**config.mk**
```make
export PLATFORM = sky130hd
export DESIGN_NAME = wr_coord_gen_512
export DESIGN_NICKNAME = d
export VERILOG_FILES = /design/src/rtl/fb512_pkg.sv /design/src/rtl/wr_coord_gen_512_frame_sel.sv /design/src/rtl/wr_coord_gen_512.sv
export SDC_FILE = /design/constraint.sdc
export NUM_CORES = 1
export LEC_CHECK = 0
export BUFFER_PORTS_ARGS = -buffer_cell sky130_fd_sc_hd__buf_2
export CAP_MARGIN = 20
export CORE_UTILIZATION = 25
export CTS_BUF_LIST = sky130_fd_sc_hd__clkbuf_16
export CTS_CLUSTER_DIAMETER = 120
export CTS_CLUSTER_SIZE = 28
export DETAILED_ROUTE_END_ITERATION = 6
export PLACE_DENSITY = 0.41
export SKIP_LAST_GASP = 1
export SLEW_MARGIN = 0
export SYNTH_ARGS = -nofsm -noshare
export SYNTH_HDL_FRONTEND = slang
export SYNTH_SLANG_ARGS = --single-unit
```
**constraint.sdc**
```tcl
create_clock -name p_clk -period 12.6 [get_ports p_clk]
set_input_delay 3.15 -clock p_clk [delete_from_list [all_inputs] [get_ports p_clk]]
set_output_delay 3.15 -clock p_clk [all_outputs]
set_load 0.01 [all_outputs]
```
**src/rtl/fb512_pkg.sv**
```systemverilog
// fb512_pkg: shared widths, limits and byte-lane order for the 512-wide frame-buffer writer
package fb512_pkg;
  localparam int X_WID   = 12;
  localparam int Y_WID   = 12;
  localparam int FRAME_W = 3;
  localparam int LANE_00 = 0;
  localparam int LANE_01 = 1;
  localparam int LANE_10 = 2;
  localparam int LANE_11 = 3;
  localparam logic [X_WID-1:0] X_STEP = 12'd4;
  localparam logic [X_WID-1:0] X_MAX  = 12'd4092;
  localparam logic [Y_WID-1:0] Y_MAX  = 12'd4095;
  function automatic logic [7:0] lane_byte(input logic [31:0] d, input int n);
    return d[8*n +: 8];
  endfunction
endpackage

```
**src/rtl/wr_coord_gen_512_frame_sel.sv**
```systemverilog
// wr_frame_sel: next write-buffer index, rotating mod NUM_FRAMES and skipping the buffer being read
//   i_cur      current write buffer index
//   i_rd_frame buffer index currently owned by the reader
//   o_nxt      buffer index to use for the next frame
module wr_frame_sel
  import fb512_pkg::*;
#(
  parameter int NUM_FRAMES = 3
) (
  input  logic [FRAME_W-1:0] i_cur,
  input  logic [FRAME_W-1:0] i_rd_frame,
  output logic [FRAME_W-1:0] o_nxt
);
  localparam logic [FRAME_W:0] NF = (FRAME_W+1)'(NUM_FRAMES);
  logic [FRAME_W:0] w_c1, w_c2, w_p1, w_p2;
  always_comb begin
    w_c1  = {1'b0, i_cur} + 1'b1;
    w_c2  = {1'b0, i_cur} + 2'd2;
    w_p1  = (w_c1 >= NF) ? w_c1 - NF : w_c1;
    w_p2  = (w_c2 >= NF) ? w_c2 - NF : w_c2;
    o_nxt = (w_p1[FRAME_W-1:0] == i_rd_frame) ? w_p2[FRAME_W-1:0] : w_p1[FRAME_W-1:0];
  end
endmodule

```
**src/rtl/wr_coord_gen_512.sv**
```systemverilog
// wr_coord_gen_512: turns a RAW8 sensor beat stream into windowed frame-buffer write coordinates
//   p_clk, rstn               clock, synchronous active-low reset
//   x_start/x_win/y_start/y_win crop window (x in pixels, multiples of 4)
//   in_vs/in_hs/in_valid      frame strobe, line-active strobe, beat valid
//   in_data                   4 RAW8 pixels, byte 0 leftmost
//   in_rd_frame               buffer the reader holds; never selected for writing
//   out_x_wr/out_y_wr         raw beat coordinates
//   out_wr_en/out_hs          windowed write strobe, in_hs delayed one cycle
//   out_frame_cnt             current write buffer index
//   out_wr_00..out_wr_11      write bytes 0..3
//   out_frame_done/out_ovf    last-windowed-beat pulse, sticky overflow
// Macro WR_COORD_TEST_PATTERN_EN replaces the data bytes with (x+n)^y.
module wr_coord_gen_512
  import fb512_pkg::*;
#(
  parameter int NUM_FRAMES = 3
) (
  input  logic               p_clk,
  input  logic               rstn,
  input  logic [X_WID-1:0]   x_start,
  input  logic [X_WID-1:0]   x_win,
  input  logic [Y_WID-1:0]   y_start,
  input  logic [Y_WID-1:0]   y_win,
  input  logic               in_vs,
  input  logic               in_hs,
  input  logic               in_valid,
  input  logic [31:0]        in_data,
  input  logic [FRAME_W-1:0] in_rd_frame,
  output logic [X_WID-1:0]   out_x_wr,
  output logic [Y_WID-1:0]   out_y_wr,
  output logic               out_wr_en,
  output logic               out_hs,
  output logic [FRAME_W-1:0] out_frame_cnt,
  output logic [7:0]         out_wr_00,
  output logic [7:0]         out_wr_01,
  output logic [7:0]         out_wr_10,
  output logic [7:0]         out_wr_11,
  output logic               out_frame_done,
  output logic               out_ovf
);
  logic               r_vs_d, r_hs_d, r_armed, r_full, r_line;
  logic [X_WID-1:0]   r_x;
  logic [Y_WID-1:0]   r_y;
  logic               w_vs_rise, w_hs_rise, w_hs_fall, w_acc, w_full, w_adv, w_drop;
  logic               w_in_win, w_wr, w_done, w_y_end, w_y_ovf, w_full_nxt, w_line_nxt;
  logic [X_WID-1:0]   w_x, w_x_nxt;
  logic [Y_WID-1:0]   w_y, w_y_nxt;
  logic [X_WID:0]     w_x_end;
  logic [Y_WID:0]     w_y_end_c;
  logic [FRAME_W-1:0] w_frame_nxt;
  logic [3:0][7:0]    w_byte;

  wr_frame_sel #(.NUM_FRAMES(NUM_FRAMES)) u_frame_sel (
    .i_cur      (out_frame_cnt),
    .i_rd_frame (in_rd_frame),
    .o_nxt      (w_frame_nxt)
  );

  // A vs edge restarts the frame in the same cycle, so a beat coincident with it lands at (0,0).
  // r_full marks that the 4092 slot has been used; later beats in the line are dropped.
  always_comb begin
    w_vs_rise  = in_vs & ~r_vs_d;
    w_hs_rise  = in_hs & ~r_hs_d;
    w_hs_fall  = ~in_hs & r_hs_d;
    w_acc      = in_valid & in_hs & (r_armed | w_vs_rise);
    w_x        = (w_vs_rise | w_hs_rise) ? '0 : r_x;
    w_y        = w_vs_rise ? '0 : r_y;
    w_full     = r_full & ~(w_vs_rise | w_hs_rise);
    w_adv      = w_acc & ~w_full;
    w_drop     = w_acc & w_full;
    w_x_end    = {1'b0, x_start} + {1'b0, x_win};
    w_y_end_c  = {1'b0, y_start} + {1'b0, y_win};
    w_in_win   = ({1'b0, w_x} >= {1'b0, x_start}) && ({1'b0, w_x} < w_x_end) &&
                 ({1'b0, w_y} >= {1'b0, y_start}) && ({1'b0, w_y} < w_y_end_c);
    w_wr       = w_adv & w_in_win;
    w_done     = w_wr & ({1'b0, w_x} + 13'd4 == w_x_end) & ({1'b0, w_y} + 13'd1 == w_y_end_c);
    w_x_nxt    = (w_adv & (w_x != X_MAX)) ? w_x + X_STEP : w_x;
    w_full_nxt = w_full | (w_adv & (w_x == X_MAX));
    w_y_end    = w_hs_fall & ~w_vs_rise & r_line;
    w_y_ovf    = w_y_end & (r_y == Y_MAX);
    w_y_nxt    = (w_y_end & ~w_y_ovf) ? r_y + 1'b1 : w_y;
    w_line_nxt = w_acc | (r_line & ~w_vs_rise & ~w_hs_fall);
`ifdef WR_COORD_TEST_PATTERN_EN
    for (int n = 0; n < 4; n++) w_byte[n] = (w_x[7:0] + 8'(n)) ^ w_y[7:0];
`else
    w_byte[0] = lane_byte(in_data, LANE_00);
    w_byte[1] = lane_byte(in_data, LANE_01);
    w_byte[2] = lane_byte(in_data, LANE_10);
    w_byte[3] = lane_byte(in_data, LANE_11);
`endif
  end

  always_ff @(posedge p_clk) begin
    if (!rstn) begin
      r_vs_d         <= 1'b0;
      r_hs_d         <= 1'b0;
      r_armed        <= 1'b0;
      r_full         <= 1'b0;
      r_line         <= 1'b0;
      r_x            <= '0;
      r_y            <= '0;
      out_x_wr       <= '0;
      out_y_wr       <= '0;
      out_wr_en      <= 1'b0;
      out_hs         <= 1'b0;
      out_frame_cnt  <= '0;
      out_wr_00      <= '0;
      out_wr_01      <= '0;
      out_wr_10      <= '0;
      out_wr_11      <= '0;
      out_frame_done <= 1'b0;
      out_ovf        <= 1'b0;
    end else begin
      r_vs_d         <= in_vs;
      r_hs_d         <= in_hs;
      r_armed        <= r_armed | w_vs_rise;
      r_full         <= w_full_nxt;
      r_line         <= w_line_nxt;
      r_x            <= w_x_nxt;
      r_y            <= w_y_nxt;
      out_wr_en      <= w_wr;
      out_hs         <= in_hs;
      out_frame_cnt  <= w_vs_rise ? w_frame_nxt : out_frame_cnt;
      out_frame_done <= w_done;
      out_ovf        <= ~w_vs_rise & (out_ovf | w_drop | w_y_ovf);
      if (w_acc) begin
        out_x_wr  <= w_x;
        out_y_wr  <= w_y;
        out_wr_00 <= w_byte[0];
        out_wr_01 <= w_byte[1];
        out_wr_10 <= w_byte[2];
        out_wr_11 <= w_byte[3];
      end
    end
  end
endmodule

```
==> results of run 1 <==
==> worst register-to-register path, cell delays in order, from the launching register on <==
cell and delay (ns):
dfxtp_1 0.33, nand2b_1 0.39, buf_4 0.37, and3_1 0.35, ha_1 0.32, and3_1 0.23
nand4_1 0.18, xnor2_1 0.20, nand2_1 0.08, xnor3_1 0.21, o211ai_1 0.08, nor4_1 0.36
o211ai_1 0.16, nor4_2 0.25
==> path summary, 6_finish.rpt <==
kind,from,to,slack [ns],cells past startpoint
hold / removal,out_wr_00[1]$_SDFFE_PN0P_,out_wr_00[1]$_SDFFE_PN0P_,0.46,2
setup reg to reg,r_vs_d$_SDFF_PN0_,out_frame_done$_SDFF_PN0_,9.00,13
hold reg to reg,out_wr_00[1]$_SDFFE_PN0P_,out_wr_00[1]$_SDFFE_PN0P_,0.46,2
setup / recovery,y_start[0],out_frame_done$_SDFF_PN0_,6.15,15
==> final cells by class <==
class | instances | area [um2]
sequential | 91 | 1820
clock inverter | 7 | 92.6
fill | 2960 | 18700
tap | 341 | 427
clock buffer | 9 | 225
timing repair buffer | 156 | 796
multi-input combinational | 687 | 4690
inverter | 42 | 158
==> sequential cells by signal, indices dropped and copies added, names as in the netlist <==
register	flops
out_wr_en	1
r_full	1
out_x_wr	12
r_armed	1
r_x	12
out_frame_done	1
out_wr_11	8
out_y_wr	12
out_frame_cnt	3
r_line	1
r_y	12
out_wr_00	8
r_vs_d	1
out_wr_10	8
r_hs_d	1
out_ovf	1
out_wr_01	8
==> per-layer routing <==
layer  track usage, %  part of all wire [%]  vias to the layer above
li1                 -                     -                     3229
met3             2.77                   2.8                       10
met4             2.29                  0.59                        0
met2             25.9                    49                       92
met1             18.9                    48                     2829
met5                0                     0                        -
==> power by group <==
part	internal [mW]	leakage, nW	switching [mW]
Clock	0.174	0.155	0.121
Sequential	0.294	0.737	0.00525
Combinational	0.0820	2.82	0.110
==> logic make-up after synthesis <==
kind of cell,Yosys count,synth area share [%]
simple gates,343,24.2
fa+ha+maj,83,15.5
mux,4,0.606
buf+inv,78,4.48
compound gates,194,20.0
xor+xnor,63,8.52
flops,91,26.7
==> metrics by stage <==
| stage | std cells | total power [mW] | worst slack [ns] | cell area, um2 |
|---|---|---|---|---|
| floorplan | 856 | 0.441 | 6.38 | 6820 |
| finish | 1333 | 0.786 | 6.15 | 8210 |
| CTS | 1333 | 0.804 | 6.13 | 8210 |
| global placement | 1317 | 0.501 | 5.92 | 7890 |
| global route | 1333 | 0.838 | 5.65 | 8210 |
| detailed placement | 1317 | 0.500 | 5.76 | 7890 |
==> cell usage after synthesis, types with 9 or more instances <==
library cell	instances
nand2_1	152
nand4_1	9
nor3_1	18
nand3_1	22
o21a_1	10
xor2_1	25
xnor2_1	35
a21boi_0	60
nor2b_1	11
nand2b_1	15
and3_1	15
o21ai_0	37
nor2_1	46
dfxtp_1	91
clkbuf_1	30
and2_1	25
ha_1	81
inv_1	42
a21oi_1	33
==> flow_summary.html, run 1 <==
<table>
<tr><th>Metric</th><th>Value</th></tr>
<tr><th colspan="2">Finish</th></tr>
<tr><td>Area growth from synthesis to layout</td><td>20.4%</td></tr>
<tr><td>End-of-flow core utilization</td><td>30.5%</td></tr>
<tr><td>Most common cell after layout, fill and taps aside</td><td>nand2_1</td></tr>
<tr><td>Commonest cells after routing, fill and taps aside</td><td>152 x nand2_1, 150 x buf_2, 91 x dfxtp_1</td></tr>
<tr><td>Antenna Diode Count</td><td>0</td></tr>
<tr><td>Count of nets after finishing</td><td>1,158</td></tr>
<tr><td>Proportion of layout cells with a drive suffix above 1</td><td>18.6%</td></tr>
<tr><th colspan="2">Worst setup path</th></tr>
<tr><td>CP max FO</td><td>5</td></tr>
<tr><td>CP max stage cell</td><td>fa_1</td></tr>
<tr><td>Setup crit end kind</td><td>flip-flop</td></tr>
<tr><td>Cell type group with the largest total delay on the critical path</td><td>compound AO/OA/AOI/OAI gates</td></tr>
<tr><td>Crit path buffers/inverters</td><td>2</td></tr>
<tr><td>Launching element type of the critical path</td><td>input port</td></tr>
<tr><td>Most common cell type on the critical path</td><td>ha_1</td></tr>
<tr><td>Worst-path cell chain</td><td>buf_2 -&gt; ha_1 -&gt; inv_1 -&gt; fa_1 -&gt; nor2b_1 -&gt; o2111ai_1 -&gt; a21oi_1 -&gt; o41ai_2 -&gt; xor2_1 -&gt; ha_1 -&gt; a2111oi_0 -&gt; o211ai_1 -&gt; a311oi_2 -&gt; nand4_1 -&gt; nor4_2</td></tr>
<tr><td>Critical Path Max Stage Delay</td><td>0.42 ns</td></tr>
<tr><td>Critical path data arrival time</td><td>6.71 ns</td></tr>
<tr><td>WS Path Type</td><td>in2reg</td></tr>
<tr><td>CP required</td><td>12.86 ns</td></tr>
<tr><th colspan="2">Global route</th></tr>
<tr><td>Number of global-route vias before repair</td><td>6,124</td></tr>
<tr><td>Initial antenna violation count</td><td>0</td></tr>
<tr><td>Remaining global-route overflow</td><td>0</td></tr>
<tr><td>Maximum number of pins on one net before global-route repair</td><td>86</td></tr>
<tr><td>Global router's overall resource usage</td><td>14.7%</td></tr>
<tr><td>Global-route wire length before repair</td><td>32,700 um</td></tr>
<tr><th colspan="2">CTS</th></tr>
<tr><td>Max Root-Sink Buffers</td><td>2</td></tr>
<tr><td>Post-cts hold buffer count</td><td>0</td></tr>
<tr><td>Quantity of gates resized following cts</td><td>0</td></tr>
<tr><td>Master cell of the clock root buffer</td><td>clkbuf_16</td></tr>
<tr><td>Number of H-tree levels</td><td>3</td></tr>
<tr><td>Insertion delay of the later-clocked pin in the worst-skew pair</td><td>0.35 ns</td></tr>
<tr><td>Number of clock sinks</td><td>91</td></tr>
<tr><td>Clk slew on worst S/H paths</td><td>0.07 ns</td></tr>
<tr><td>Number of clock buffers inserted by TritonCTS</td><td>9</td></tr>
<tr><td>Clock tree from TritonCTS</td><td>yes</td></tr>
<tr><td>Post-CTS setup repair buffer count</td><td>0</td></tr>
<tr><th colspan="2">Timing</th></tr>
<tr><td>RSZ-0062 raised after global routing</td><td>false</td></tr>
<tr><td>Final-report setup violation count</td><td>0</td></tr>
<tr><td>Setup clock skew after layout</td><td>0.00587 ns</td></tr>
<tr><td>Setup total negative slack</td><td>0 ns</td></tr>
<tr><td>Number of endpoints with negative hold slack in the final report</td><td>0</td></tr>
<tr><td>Achievable clock frequency</td><td>155 MHz</td></tr>
<tr><td>WHS</td><td>0.461 ns</td></tr>
<tr><td>Pins over their slew limit</td><td>0</td></tr>
<tr><td>Worst slew pin tran</td><td>0.818 ns</td></tr>
<tr><td>Portion of the clock cycle consumed by the worst path in the final layout</td><td>51.2%</td></tr>
<tr><td>Final critical-path required period</td><td>6.45 ns</td></tr>
<tr><td>Slew headroom</td><td>45.5%</td></tr>
<tr><th colspan="2">Power</th></tr>
<tr><td>Leak</td><td>3.71 nW</td></tr>
<tr><td>Power density over the cells</td><td>95.7 nW/um2</td></tr>
<tr><td>Peak ir drop on the vdd network</td><td>50.7 uV</td></tr>
<tr><th colspan="2">Logic synthesis</th></tr>
<tr><td>Area of the mapped netlist</td><td>6820 um2</td></tr>
<tr><td>Register area share after synthesis</td><td>26.7%</td></tr>
<tr><td>Cell type with the largest total area after synthesis</td><td>dfxtp_1</td></tr>
<tr><td>Fraction of post-synthesis cell area in the top cell type by area</td><td>26.7%</td></tr>
<tr><td>Synthesized instance count</td><td>856</td></tr>
<tr><td>Share of flip-flops with an asynchronous set or reset</td><td>0%</td></tr>
<tr><td>Post-synth net total</td><td>1,027</td></tr>
<tr><td>Average instance area after synthesis</td><td>7.96 um2</td></tr>
<tr><td>Flip-flop and latch count after synthesis</td><td>91</td></tr>
<tr><td>Count of cell types in the netlist</td><td>67</td></tr>
<tr><td>Number of flops mapped to enable cells by yosys</td><td>0</td></tr>
<tr><td>Synth Warn #</td><td>0</td></tr>
<tr><td>Most common flop cell mapped by yosys</td><td>dfxtp_1</td></tr>
<tr><td>Leading post-synthesis cells by cell area</td><td>dfxtp_1 27%, ha_1 15%, nand2_1 8.4%</td></tr>
<tr><th colspan="2">Routing</th></tr>
<tr><td>Via-to-Cell Ratio</td><td>4.62</td></tr>
<tr><td>Number of nets with antenna violations after detailed routing</td><td>0</td></tr>
<tr><td>DRC Markers</td><td>0</td></tr>
<tr><td>Routed length per placed instance</td><td>15.0 um</td></tr>
<tr><td>Iter 0 DRT Violations</td><td>300</td></tr>
<tr><td>Number of vias in the routed layout</td><td>6,160</td></tr>
<tr><td>First-pass DRT Iterations</td><td>5</td></tr>
<tr><td>Total wire length</td><td>20,000 um</td></tr>
<tr><th colspan="2">Placed design</th></tr>
<tr><td>Count of input and output buffers</td><td>150</td></tr>
<tr><td>Final GP Congestion</td><td>0.787</td></tr>
<tr><td>Detailed-placement wirelength estimate</td><td>15,400 um</td></tr>
<tr><th colspan="2">Die</th></tr>
<tr><td>Chip width</td><td>167 um</td></tr>
<tr><td># IOs</td><td>151</td></tr>
<tr><td>Die height</td><td>167 um</td></tr>
<tr><td>Total number of placement rows</td><td>60</td></tr>
<tr><td>Initial Util</td><td>25.4%</td></tr>
<tr><td>Die Area</td><td>27,900 um2</td></tr>
<tr><td>Floorplan Core Area</td><td>26,900 um2</td></tr>
<tr><th colspan="2">Status</th></tr>
<tr><td>Outcome</td><td>finished clean</td></tr>
<tr><th colspan="2">Hold path</th></tr>
<tr><td>Path category of the worst min-delay check</td><td>reg2reg</td></tr>
<tr><th colspan="2">Flow run</th></tr>
<tr><td>Number of maximum-capacitance violations</td><td>0</td></tr>
</table>
No activity file was read; power rests on OpenSTA's default activity.
==> inputs of run 2 (changes only) <==
==> constraint.sdc (replaced) <==
create_clock -name p_clk -period 6.1 [get_ports p_clk]
set_input_delay 1.525 -clock p_clk [delete_from_list [all_inputs] [get_ports p_clk]]
set_output_delay 1.525 -clock p_clk [all_outputs]
set_load 0.01 [all_outputs]
==> flow_summary.html, run 2 (synthesis results as in run 1) <==
<table>
<tr><th>Metric</th><th>Value</th></tr>
<tr><th colspan="2">Status</th></tr>
<tr><td>Outcome</td><td>finished clean (unchanged)</td></tr>
<tr><th colspan="2">Timing</th></tr>
<tr><td>Setup total negative slack</td><td>0 ns (unchanged)</td></tr>
<tr><td>Final critical-path required period</td><td>4.88 ns</td></tr>
<tr><td>Number of endpoints with negative hold slack in the final report</td><td>0 (unchanged)</td></tr>
<tr><td>Final-report setup violation count</td><td>0 (unchanged)</td></tr>
<tr><td>Least setup slack across all paths after layout</td><td>1.22 ns (was 6.15 ns)</td></tr>
<tr><td>Pins over their slew limit</td><td>0 (unchanged)</td></tr>
<tr><td>Portion of the clock cycle consumed by the worst path in the final layout</td><td>79.9%</td></tr>
<tr><td>Worst slew pin tran</td><td>0.696 ns (was 0.818 ns)</td></tr>
<tr><td>WHS</td><td>0.461 ns (about the same)</td></tr>
<tr><td>Setup clock skew after layout</td><td>0.0109 ns (was 0.00587 ns)</td></tr>
<tr><td>Slew headroom</td><td>53.6% (was 45.5%)</td></tr>
<tr><td>RSZ-0062 raised after global routing</td><td>false (unchanged)</td></tr>
<tr><td>Achievable clock frequency</td><td>205 MHz</td></tr>
<tr><th colspan="2">Placed design</th></tr>
<tr><td>Count of input and output buffers</td><td>150 (unchanged)</td></tr>
<tr><td>Detailed-placement wirelength estimate</td><td>15,300 um (was 15,400 um)</td></tr>
<tr><td>Post-placement setup slack</td><td>0.790 ns (was 5.76 ns)</td></tr>
<tr><td>Final GP Congestion</td><td>0.758 (was 0.787)</td></tr>
<tr><td>DP Area</td><td>7910 um2 (was 7890 um2)</td></tr>
<tr><th colspan="2">CTS</th></tr>
<tr><td>Number of H-tree levels</td><td>3 (unchanged)</td></tr>
<tr><td>Post-CTS setup repair buffer count</td><td>0 (unchanged)</td></tr>
<tr><td>Number of clock buffers inserted by TritonCTS</td><td>9 (unchanged)</td></tr>
<tr><td>Number of clock sinks</td><td>91 (unchanged)</td></tr>
<tr><td>Clk slew on worst S/H paths</td><td>0.07 ns (about the same)</td></tr>
<tr><td>Master cell of the clock root buffer</td><td>clkbuf_16 (unchanged)</td></tr>
<tr><td>Clock tree from TritonCTS</td><td>yes (unchanged)</td></tr>
<tr><td>Max Root-Sink Buffers</td><td>2 (unchanged)</td></tr>
<tr><td>Quantity of gates resized following cts</td><td>0 (unchanged)</td></tr>
<tr><td>Insertion delay of the later-clocked pin in the worst-skew pair</td><td>0.35 ns (about the same)</td></tr>
<tr><td>Post-cts hold buffer count</td><td>0 (unchanged)</td></tr>
<tr><th colspan="2">Hold path</th></tr>
<tr><td>Path category of the worst min-delay check</td><td>reg2reg (unchanged)</td></tr>
<tr><th colspan="2">Routing</th></tr>
<tr><td>Number of vias in the routed layout</td><td>6,156 (was 6,160)</td></tr>
<tr><td>DRC Markers</td><td>0 (unchanged)</td></tr>
<tr><td>Highest metal layer with signal wires</td><td>met4 (unchanged)</td></tr>
<tr><td>Routed length per placed instance</td><td>14.8 um (was 15.0 um)</td></tr>
<tr><td>Via-to-Cell Ratio</td><td>4.61 (was 4.62)</td></tr>
<tr><td>Met3 wire len</td><td>604 um (was 558 um)</td></tr>
<tr><td>Number of nets with antenna violations after detailed routing</td><td>0 (unchanged)</td></tr>
<tr><td>Met2 WL</td><td>9670 um (was 9700 um)</td></tr>
<tr><td>First-pass DRT Iterations</td><td>5 (unchanged)</td></tr>
<tr><td>M1 WL</td><td>9380 um (was 9620 um)</td></tr>
<tr><td>Total wire length</td><td>19,800 um (was 20,000 um)</td></tr>
<tr><td>Iter 0 DRT Violations</td><td>227 (was 300)</td></tr>
<tr><th colspan="2">Power</th></tr>
<tr><td>Peak ir drop on the vdd network</td><td>124 uV (was 50.7 uV)</td></tr>
<tr><td>Power after layout</td><td>1.58 mW (was 786 uW)</td></tr>
<tr><td>Leak</td><td>3.71 nW (about the same)</td></tr>
<tr><td>Power density over the cells</td><td>193 nW/um2 (was 95.7 nW/um2)</td></tr>
<tr><th colspan="2">Worst setup path</th></tr>
<tr><td>Launching element type of the critical path</td><td>input port (unchanged)</td></tr>
<tr><td>CP required</td><td>6.37 ns (was 12.86 ns)</td></tr>
<tr><td>Critical Path Max Stage Delay</td><td>0.42 ns (about the same)</td></tr>
<tr><td>Setup crit end kind</td><td>flip-flop (unchanged)</td></tr>
<tr><td>Most common cell type on the critical path</td><td>ha_1 (unchanged)</td></tr>
<tr><td>Crit path buffers/inverters</td><td>2 (unchanged)</td></tr>
<tr><td>Critical path data arrival time</td><td>5.14 ns (was 6.71 ns)</td></tr>
<tr><td>CP max FO</td><td>5 (unchanged)</td></tr>
<tr><td>WS Path Type</td><td>in2reg (unchanged)</td></tr>
<tr><td>Worst-path cell chain</td><td>buf_2 -&gt; ha_1 -&gt; inv_1 -&gt; fa_1 -&gt; nor2b_1 -&gt; o2111ai_1 -&gt; a21oi_1 -&gt; o41ai_2 -&gt; xor2_1 -&gt; ha_1 -&gt; a2111oi_0 -&gt; o211ai_1 -&gt; a311oi_2 -&gt; nand4_1 -&gt; nor4_2 (unchanged)</td></tr>
<tr><td>Cell type group with the largest total delay on the critical path</td><td>compound AO/OA/AOI/OAI gates (unchanged)</td></tr>
<tr><td>CP max stage cell</td><td>fa_1 (unchanged)</td></tr>
<tr><th colspan="2">Global route</th></tr>
<tr><td>Global-route wire length before repair</td><td>32,300 um (was 32,700 um)</td></tr>
<tr><td>Initial antenna violation count</td><td>0 (unchanged)</td></tr>
<tr><td>Maximum number of pins on one net before global-route repair</td><td>62 (was 86)</td></tr>
<tr><td>Number of global-route vias before repair</td><td>6,035 (was 6,124)</td></tr>
<tr><td>Remaining global-route overflow</td><td>0 (unchanged)</td></tr>
<tr><td>Global router's overall resource usage</td><td>14.5% (was 14.7%)</td></tr>
<tr><th colspan="2">Die</th></tr>
<tr><td>Die Area</td><td>27,900 um2 (unchanged)</td></tr>
<tr><td># IOs</td><td>151 (unchanged)</td></tr>
<tr><td>Die height</td><td>167 um (unchanged)</td></tr>
<tr><td>Floorplan Core Area</td><td>26,900 um2 (unchanged)</td></tr>
<tr><td>Initial Util</td><td>25.4% (unchanged)</td></tr>
<tr><td>Chip width</td><td>167 um (unchanged)</td></tr>
<tr><td>Total number of placement rows</td><td>60 (unchanged)</td></tr>
<tr><th colspan="2">Finish</th></tr>
<tr><td>Combined area of the multi-input logic cells</td><td>4690 um2 (unchanged)</td></tr>
<tr><td>Sequential standard cell area</td><td>1820 um2 (unchanged)</td></tr>
<tr><td>Commonest cells after routing, fill and taps aside</td><td>152 x nand2_1, 150 x buf_2, 91 x dfxtp_1 (unchanged)</td></tr>
<tr><td>Area growth from synthesis to layout</td><td>20.3% (was 20.4%)</td></tr>
<tr><td>Antenna Diode Count</td><td>0 (unchanged)</td></tr>
<tr><td>Count of nets after finishing</td><td>1,160 (was 1,158)</td></tr>
<tr><td>Proportion of layout cells with a drive suffix above 1</td><td>18.8% (was 18.6%)</td></tr>
<tr><td>Non-Filler Cell Area, Final</td><td>8200 um2 (was 8210 um2)</td></tr>
<tr><td>Most common cell after layout, fill and taps aside</td><td>nand2_1 (unchanged)</td></tr>
<tr><td>Fill cell instance count of the final layout</td><td>2,962 (was 2,960)</td></tr>
<tr><th colspan="2">Flow run</th></tr>
<tr><td>Number of maximum-capacitance violations</td><td>0 (unchanged)</td></tr>
</table>
-- run 2: where the power goes --
part           total, mW  leakage (nW)  switching [mW]  internal (mW)
Clock              0.564         0.145           0.248          0.317
Combinational      0.397          2.83           0.227          0.170
Sequential         0.618         0.737          0.0108          0.607
Total               1.58          3.71           0.485           1.09
-- run 2: worst paths after layout --
path	cells past startpoint	slack, ns	startpoint	end
setup reg to reg	10	2.69	r_vs_d$_SDFF_PN0_	out_frame_done$_SDFF_PN0_
setup / recovery	15	1.22	y_start[0]	out_frame_done$_SDFF_PN0_
hold reg to reg	2	0.46	out_wr_01[2]$_SDFFE_PN0P_	out_wr_01[2]$_SDFFE_PN0P_
hold / removal	2	0.46	out_wr_01[2]$_SDFFE_PN0P_	out_wr_01[2]$_SDFFE_PN0P_
-- run 2: worst min-delay path, delay by kind of cell, from the launching register on --
kind	cells	cell delay (ns)
DFF	1	0.30
and+or+nand+nor	1	0.04
AOI/OAI and AO/OA	1	0.06
-- run 2: metal layers --
layer  vias to the layer above  GRT usage, %
met4                         0          2.42
li1                       3242             -
met2                        86          25.7
met5                         -             0
met3                        10          2.55
met1                      2818          18.5
-- run 2: final cells by class --
class,instances,share of cell area (%)
Clock buffer,9,2.75
Clock inverter,7,0.824
Inverter,42,1.92
Multi-Input combinational cell,687,57.2
Sequential cell,91,22.2
Tap cell,341,5.20
Timing Repair Buffer,158,9.89
-- run 2: metrics by stage --
stage	utilization (%)	instances
floorplan	-	856
global placement	29.4	1319
detailed placement	29.4	1319
CTS	30.5	1335
global route	30.5	1335
finish	30.5	1335
==> inputs of run 3 (changes only) <==
==> constraint.sdc (replaced) <==
create_clock -name p_clk -period 4.6 [get_ports p_clk]
set_input_delay 1.15 -clock p_clk [delete_from_list [all_inputs] [get_ports p_clk]]
set_output_delay 1.15 -clock p_clk [all_outputs]
set_load 0.01 [all_outputs]
==> flow_summary.html, run 3 (synthesis results as in run 1) <==
<table>
<tr><th>Metric</th><th>Value</th></tr>
<tr><th colspan="2">Routing</th></tr>
<tr><td>Number of vias in the routed layout</td><td>6,276 (was 6,156)</td></tr>
<tr><td>Iter 0 DRT Violations</td><td>246 (was 227)</td></tr>
<tr><td>DRC Markers</td><td>0 (unchanged)</td></tr>
<tr><td>Number of nets with antenna violations after detailed routing</td><td>0 (unchanged)</td></tr>
<tr><td>Routed length per placed instance</td><td>14.9 um (was 14.8 um)</td></tr>
<tr><td>Total wire length</td><td>20,100 um (was 19,800 um)</td></tr>
<tr><td>First-pass DRT Iterations</td><td>4 (was 5)</td></tr>
<tr><td>Via-to-Cell Ratio</td><td>4.64 (was 4.61)</td></tr>
<tr><th colspan="2">Die</th></tr>
<tr><td>Die Area</td><td>27,900 um2 (unchanged)</td></tr>
<tr><td>Die height</td><td>167 um (unchanged)</td></tr>
<tr><td>Chip width</td><td>167 um (unchanged)</td></tr>
<tr><td>Total number of placement rows</td><td>60 (unchanged)</td></tr>
<tr><td># IOs</td><td>151 (unchanged)</td></tr>
<tr><td>Initial Util</td><td>25.4% (unchanged)</td></tr>
<tr><td>Floorplan Core Area</td><td>26,900 um2 (unchanged)</td></tr>
<tr><th colspan="2">Status</th></tr>
<tr><td>Outcome</td><td>finished clean (unchanged)</td></tr>
<tr><th colspan="2">Worst setup path</th></tr>
<tr><td>RR Endpoint</td><td>out_frame_done$_SDFF_PN0_ (unchanged)</td></tr>
<tr><td>CP max stage cell</td><td>fa_1 (unchanged)</td></tr>
<tr><td>Setup crit end kind</td><td>flip-flop (unchanged)</td></tr>
<tr><td>Worst setup path endpoint</td><td>out_frame_done$_SDFF_PN0_ (unchanged)</td></tr>
<tr><td>Launching element type of the critical path</td><td>input port (unchanged)</td></tr>
<tr><td>Worst-path cell chain</td><td>buf_2 -&gt; ha_1 -&gt; inv_1 -&gt; fa_1 -&gt; nor2b_1 -&gt; o2111ai_1 -&gt; a21oi_1 -&gt; o41ai_2 -&gt; xor2_1 -&gt; ha_1 -&gt; a2111oi_1 -&gt; o211ai_1 -&gt; a311oi_2 -&gt; nand4_1 -&gt; nor4_2 (was buf_2 -&gt; ha_1 -&gt; inv_1 -&gt; fa_1 -&gt; nor2b_1 -&gt; o2111ai_1 -&gt; a21oi_1 -&gt; o41ai_2 -&gt; xor2_1 -&gt; ha_1 -&gt; a2111oi_0 -&gt; o211ai_1 -&gt; a311oi_2 -&gt; nand4_1 -&gt; nor4_2)</td></tr>
<tr><td>Launch instance of the worst register-to-register path</td><td>r_vs_d$_SDFF_PN0_ (unchanged)</td></tr>
<tr><td>Reg-to-reg setup timing slack</td><td>1.39 ns (was 2.69 ns)</td></tr>
<tr><td>WS Path Type</td><td>in2reg (unchanged)</td></tr>
<tr><td>CP required</td><td>4.86 ns (was 6.37 ns)</td></tr>
<tr><td>Crit path launch</td><td>y_start[0] (unchanged)</td></tr>
<tr><td>Critical path data arrival time</td><td>4.48 ns (was 5.14 ns)</td></tr>
<tr><td>CP max FO</td><td>3 (was 5)</td></tr>
<tr><td>Depth of the worst register-to-register path</td><td>12 (was 10)</td></tr>
<tr><td>Most common cell type on the critical path</td><td>ha_1 (unchanged)</td></tr>
<tr><td>Critical Path Max Stage Delay</td><td>0.42 ns (about the same)</td></tr>
<tr><th colspan="2">CTS</th></tr>
<tr><td>Number of clock buffers inserted by TritonCTS</td><td>9 (unchanged)</td></tr>
<tr><td>Master cell of the clock root buffer</td><td>clkbuf_16 (unchanged)</td></tr>
<tr><td>Number of H-tree levels</td><td>3 (unchanged)</td></tr>
<tr><td>Clk slew on worst S/H paths</td><td>0.07 ns (about the same)</td></tr>
<tr><td>Post-cts hold buffer count</td><td>0 (unchanged)</td></tr>
<tr><td>Post-CTS setup repair buffer count</td><td>0 (unchanged)</td></tr>
<tr><td>Insertion delay of the later-clocked pin in the worst-skew pair</td><td>0.35 ns (about the same)</td></tr>
<tr><td>Number of clock sinks</td><td>91 (unchanged)</td></tr>
<tr><td>Clock tree from TritonCTS</td><td>yes (unchanged)</td></tr>
<tr><td>Max Root-Sink Buffers</td><td>2 (unchanged)</td></tr>
<tr><th colspan="2">Timing</th></tr>
<tr><td>RSZ-0062 raised after global routing</td><td>false (unchanged)</td></tr>
<tr><td>Number of endpoints with negative hold slack in the final report</td><td>0 (unchanged)</td></tr>
<tr><td>WHS</td><td>0.460 ns (was 0.461 ns)</td></tr>
<tr><td>Final-report setup violation count</td><td>0 (unchanged)</td></tr>
<tr><td>Pins over their slew limit</td><td>0 (unchanged)</td></tr>
<tr><td>Setup clock skew after layout</td><td>0.00781 ns (was 0.0109 ns)</td></tr>
<tr><td>Final critical-path required period</td><td>4.22 ns</td></tr>
<tr><td>Portion of the clock cycle consumed by the worst path in the final layout</td><td>91.8%</td></tr>
<tr><td>Worst slew pin tran</td><td>0.692 ns (was 0.696 ns)</td></tr>
<tr><td>Achievable clock frequency</td><td>237 MHz</td></tr>
<tr><td>Slew headroom</td><td>53.9% (was 53.6%)</td></tr>
<tr><th colspan="2">Global route</th></tr>
<tr><td>Maximum number of pins on one net before global-route repair</td><td>62 (unchanged)</td></tr>
<tr><td>Global router's overall resource usage</td><td>14.7% (was 14.5%)</td></tr>
<tr><td>Global-route wire length before repair</td><td>32,700 um (was 32,300 um)</td></tr>
<tr><td>Number of global-route vias before repair</td><td>6,067 (was 6,035)</td></tr>
<tr><td>Initial antenna violation count</td><td>1 (was 0)</td></tr>
<tr><td>Remaining global-route overflow</td><td>0 (unchanged)</td></tr>
<tr><th colspan="2">Placed design</th></tr>
<tr><td>Count of placed standard cells including taps</td><td>1,338 (was 1,319)</td></tr>
<tr><td>Detailed-placement wirelength estimate</td><td>15,700 um (was 15,300 um)</td></tr>
<tr><td>Count of input and output buffers</td><td>150 (unchanged)</td></tr>
<tr><td>Final GP Congestion</td><td>0.790 (was 0.758)</td></tr>
<tr><td>DP Area</td><td>8050 um2 (was 7910 um2)</td></tr>
<tr><th colspan="2">Finish</th></tr>
<tr><td>Non-Filler Instances</td><td>1,354 (was 1,335)</td></tr>
<tr><td>Antenna Diode Count</td><td>0 (unchanged)</td></tr>
<tr><td>Non-Filler Cell Area, Final</td><td>8390 um2 (was 8200 um2)</td></tr>
<tr><td>Count of nets after finishing</td><td>1,179 (was 1,160)</td></tr>
<tr><td>Proportion of layout cells with a drive suffix above 1</td><td>20.4% (was 18.8%)</td></tr>
<tr><td>Commonest cells after routing, fill and taps aside</td><td>152 x nand2_1, 150 x buf_2, 91 x dfxtp_1 (unchanged)</td></tr>
<tr><td>Most common cell after layout, fill and taps aside</td><td>nand2_1 (unchanged)</td></tr>
<tr><td>Area growth from synthesis to layout</td><td>23.1% (was 20.3%)</td></tr>
<tr><th colspan="2">Power</th></tr>
<tr><td>Net switching power figure</td><td>646 uW (was 485 uW)</td></tr>
<tr><td>Internal power component</td><td>1.57 mW (was 1.09 mW)</td></tr>
<tr><td>Leak</td><td>3.83 nW (was 3.71 nW)</td></tr>
<tr><td>Part of the total power dissipated in sequential elements</td><td>37.0% (was 39.1%)</td></tr>
<tr><td>Share of power burned in combinational logic</td><td>24.2% (was 25.1%)</td></tr>
<tr><td>Switching share of power</td><td>29.2% (was 30.7%)</td></tr>
<tr><td>Power density over the cells</td><td>264 nW/um2 (was 193 nW/um2)</td></tr>
<tr><td>Peak ir drop on the vdd network</td><td>150 uV (was 124 uV)</td></tr>
<tr><td>Clk pwr share</td><td>38.8% (was 35.7%)</td></tr>
<tr><th colspan="2">Flow run</th></tr>
<tr><td>Number of maximum-capacitance violations</td><td>0 (unchanged)</td></tr>
<tr><th colspan="2">Hold path</th></tr>
<tr><td>Path category of the worst min-delay check</td><td>reg2reg (unchanged)</td></tr>
</table>
## run 3: changes by cell type in the layout (fill, tap and decap cells not counted)
cell	delta
a2111oi_0	-1
a2111oi_1	+1
buf_4	+19
bufinv_16	+2
clkinv_1	-1
clkinvlp_4	-1
## run 3: worst min path at each step
stage	startpoint	end	cells past startpoint
final	out_wr_01[3]$_SDFFE_PN0P_	out_wr_01[3]$_SDFFE_PN0P_	2
after global routing	out_x_wr[8]$_SDFFE_PN0P_	out_x_wr[8]$_SDFFE_PN0P_	2
after CTS	out_wr_01[3]$_SDFFE_PN0P_	out_wr_01[3]$_SDFFE_PN0P_	2
after detailed placement	out_wr_01[3]$_SDFFE_PN0P_	out_wr_01[3]$_SDFFE_PN0P_	2
after global placement	out_wr_10[7]$_SDFFE_PN0P_	out_wr_10[7]$_SDFFE_PN0P_	2
after floorplan	r_line$_SDFF_PN0_	r_line$_SDFF_PN0_	2
## run 3: final cells by class
| cell class | count | area, um2 |
|---|---|---|
| clock buffers | 9 | 225 |
| clock inverters | 7 | 116 |
| fillers | 2977 | 18500 |
| inverters | 42 | 158 |
| multi-input cells | 687 | 4690 |
| flip-flops and latches | 91 | 1820 |
| well taps | 341 | 427 |
| repair buffers | 177 | 953 |
## run 3: routing by layer
layer / global-route usage, % / vias to the layer above / part of all wire (%)
met5: 0 / - / 0.065
met1: 18.8 / 2887 / 47
met2: 25.8 / 90 / 49
li1: - / 3284 / -
met3: 3.03 / 13 / 3.0
met4: 2.54 / 2 / 1.1
## run 3: worst max-delay path, delay by kind of cell
family                   cells  cell delay, ns
AO/OA/AOI/OAI                6            1.45
XOR/XNOR                     1            0.21
adder cells (fa/ha/maj)      3            0.89
buffers and inverters        2            0.15
AND/OR/NAND/NOR              3            0.63
## run 3: metrics by stage
step	utilization [%]	total power, mW	setup WS [ns]	setup TNS (ns)
floorplan	-	1.21	0.379	0
global route	31.2	2.36	0.0366	0
CTS	31.2	2.27	0.328	0
finish	31.2	2.22	0.376	0
global placement	29.9	1.38	0.100	0
detailed placement	29.9	1.38	-0.0456	-0.0456
## run 3: power groups by stage
| stage | logic (mW) | registers (mW) | clock network [mW] |
|---|---|---|---|
| floorplan | 0.365 | 0.843 | 0 |
| global placement | 0.542 | 0.838 | 0 |
| detailed placement | 0.541 | 0.838 | 0 |
| CTS | 0.546 | 0.820 | 0.901 |
| global route | 0.605 | 0.822 | 0.935 |
| finish | 0.535 | 0.820 | 0.860 |
## run 3: timing repair
item | CTS | global route
endpoints found under the setup margin | 0 | 1
resized for setup | 0 | 1
endpoints found under the hold margin | 0 | 0
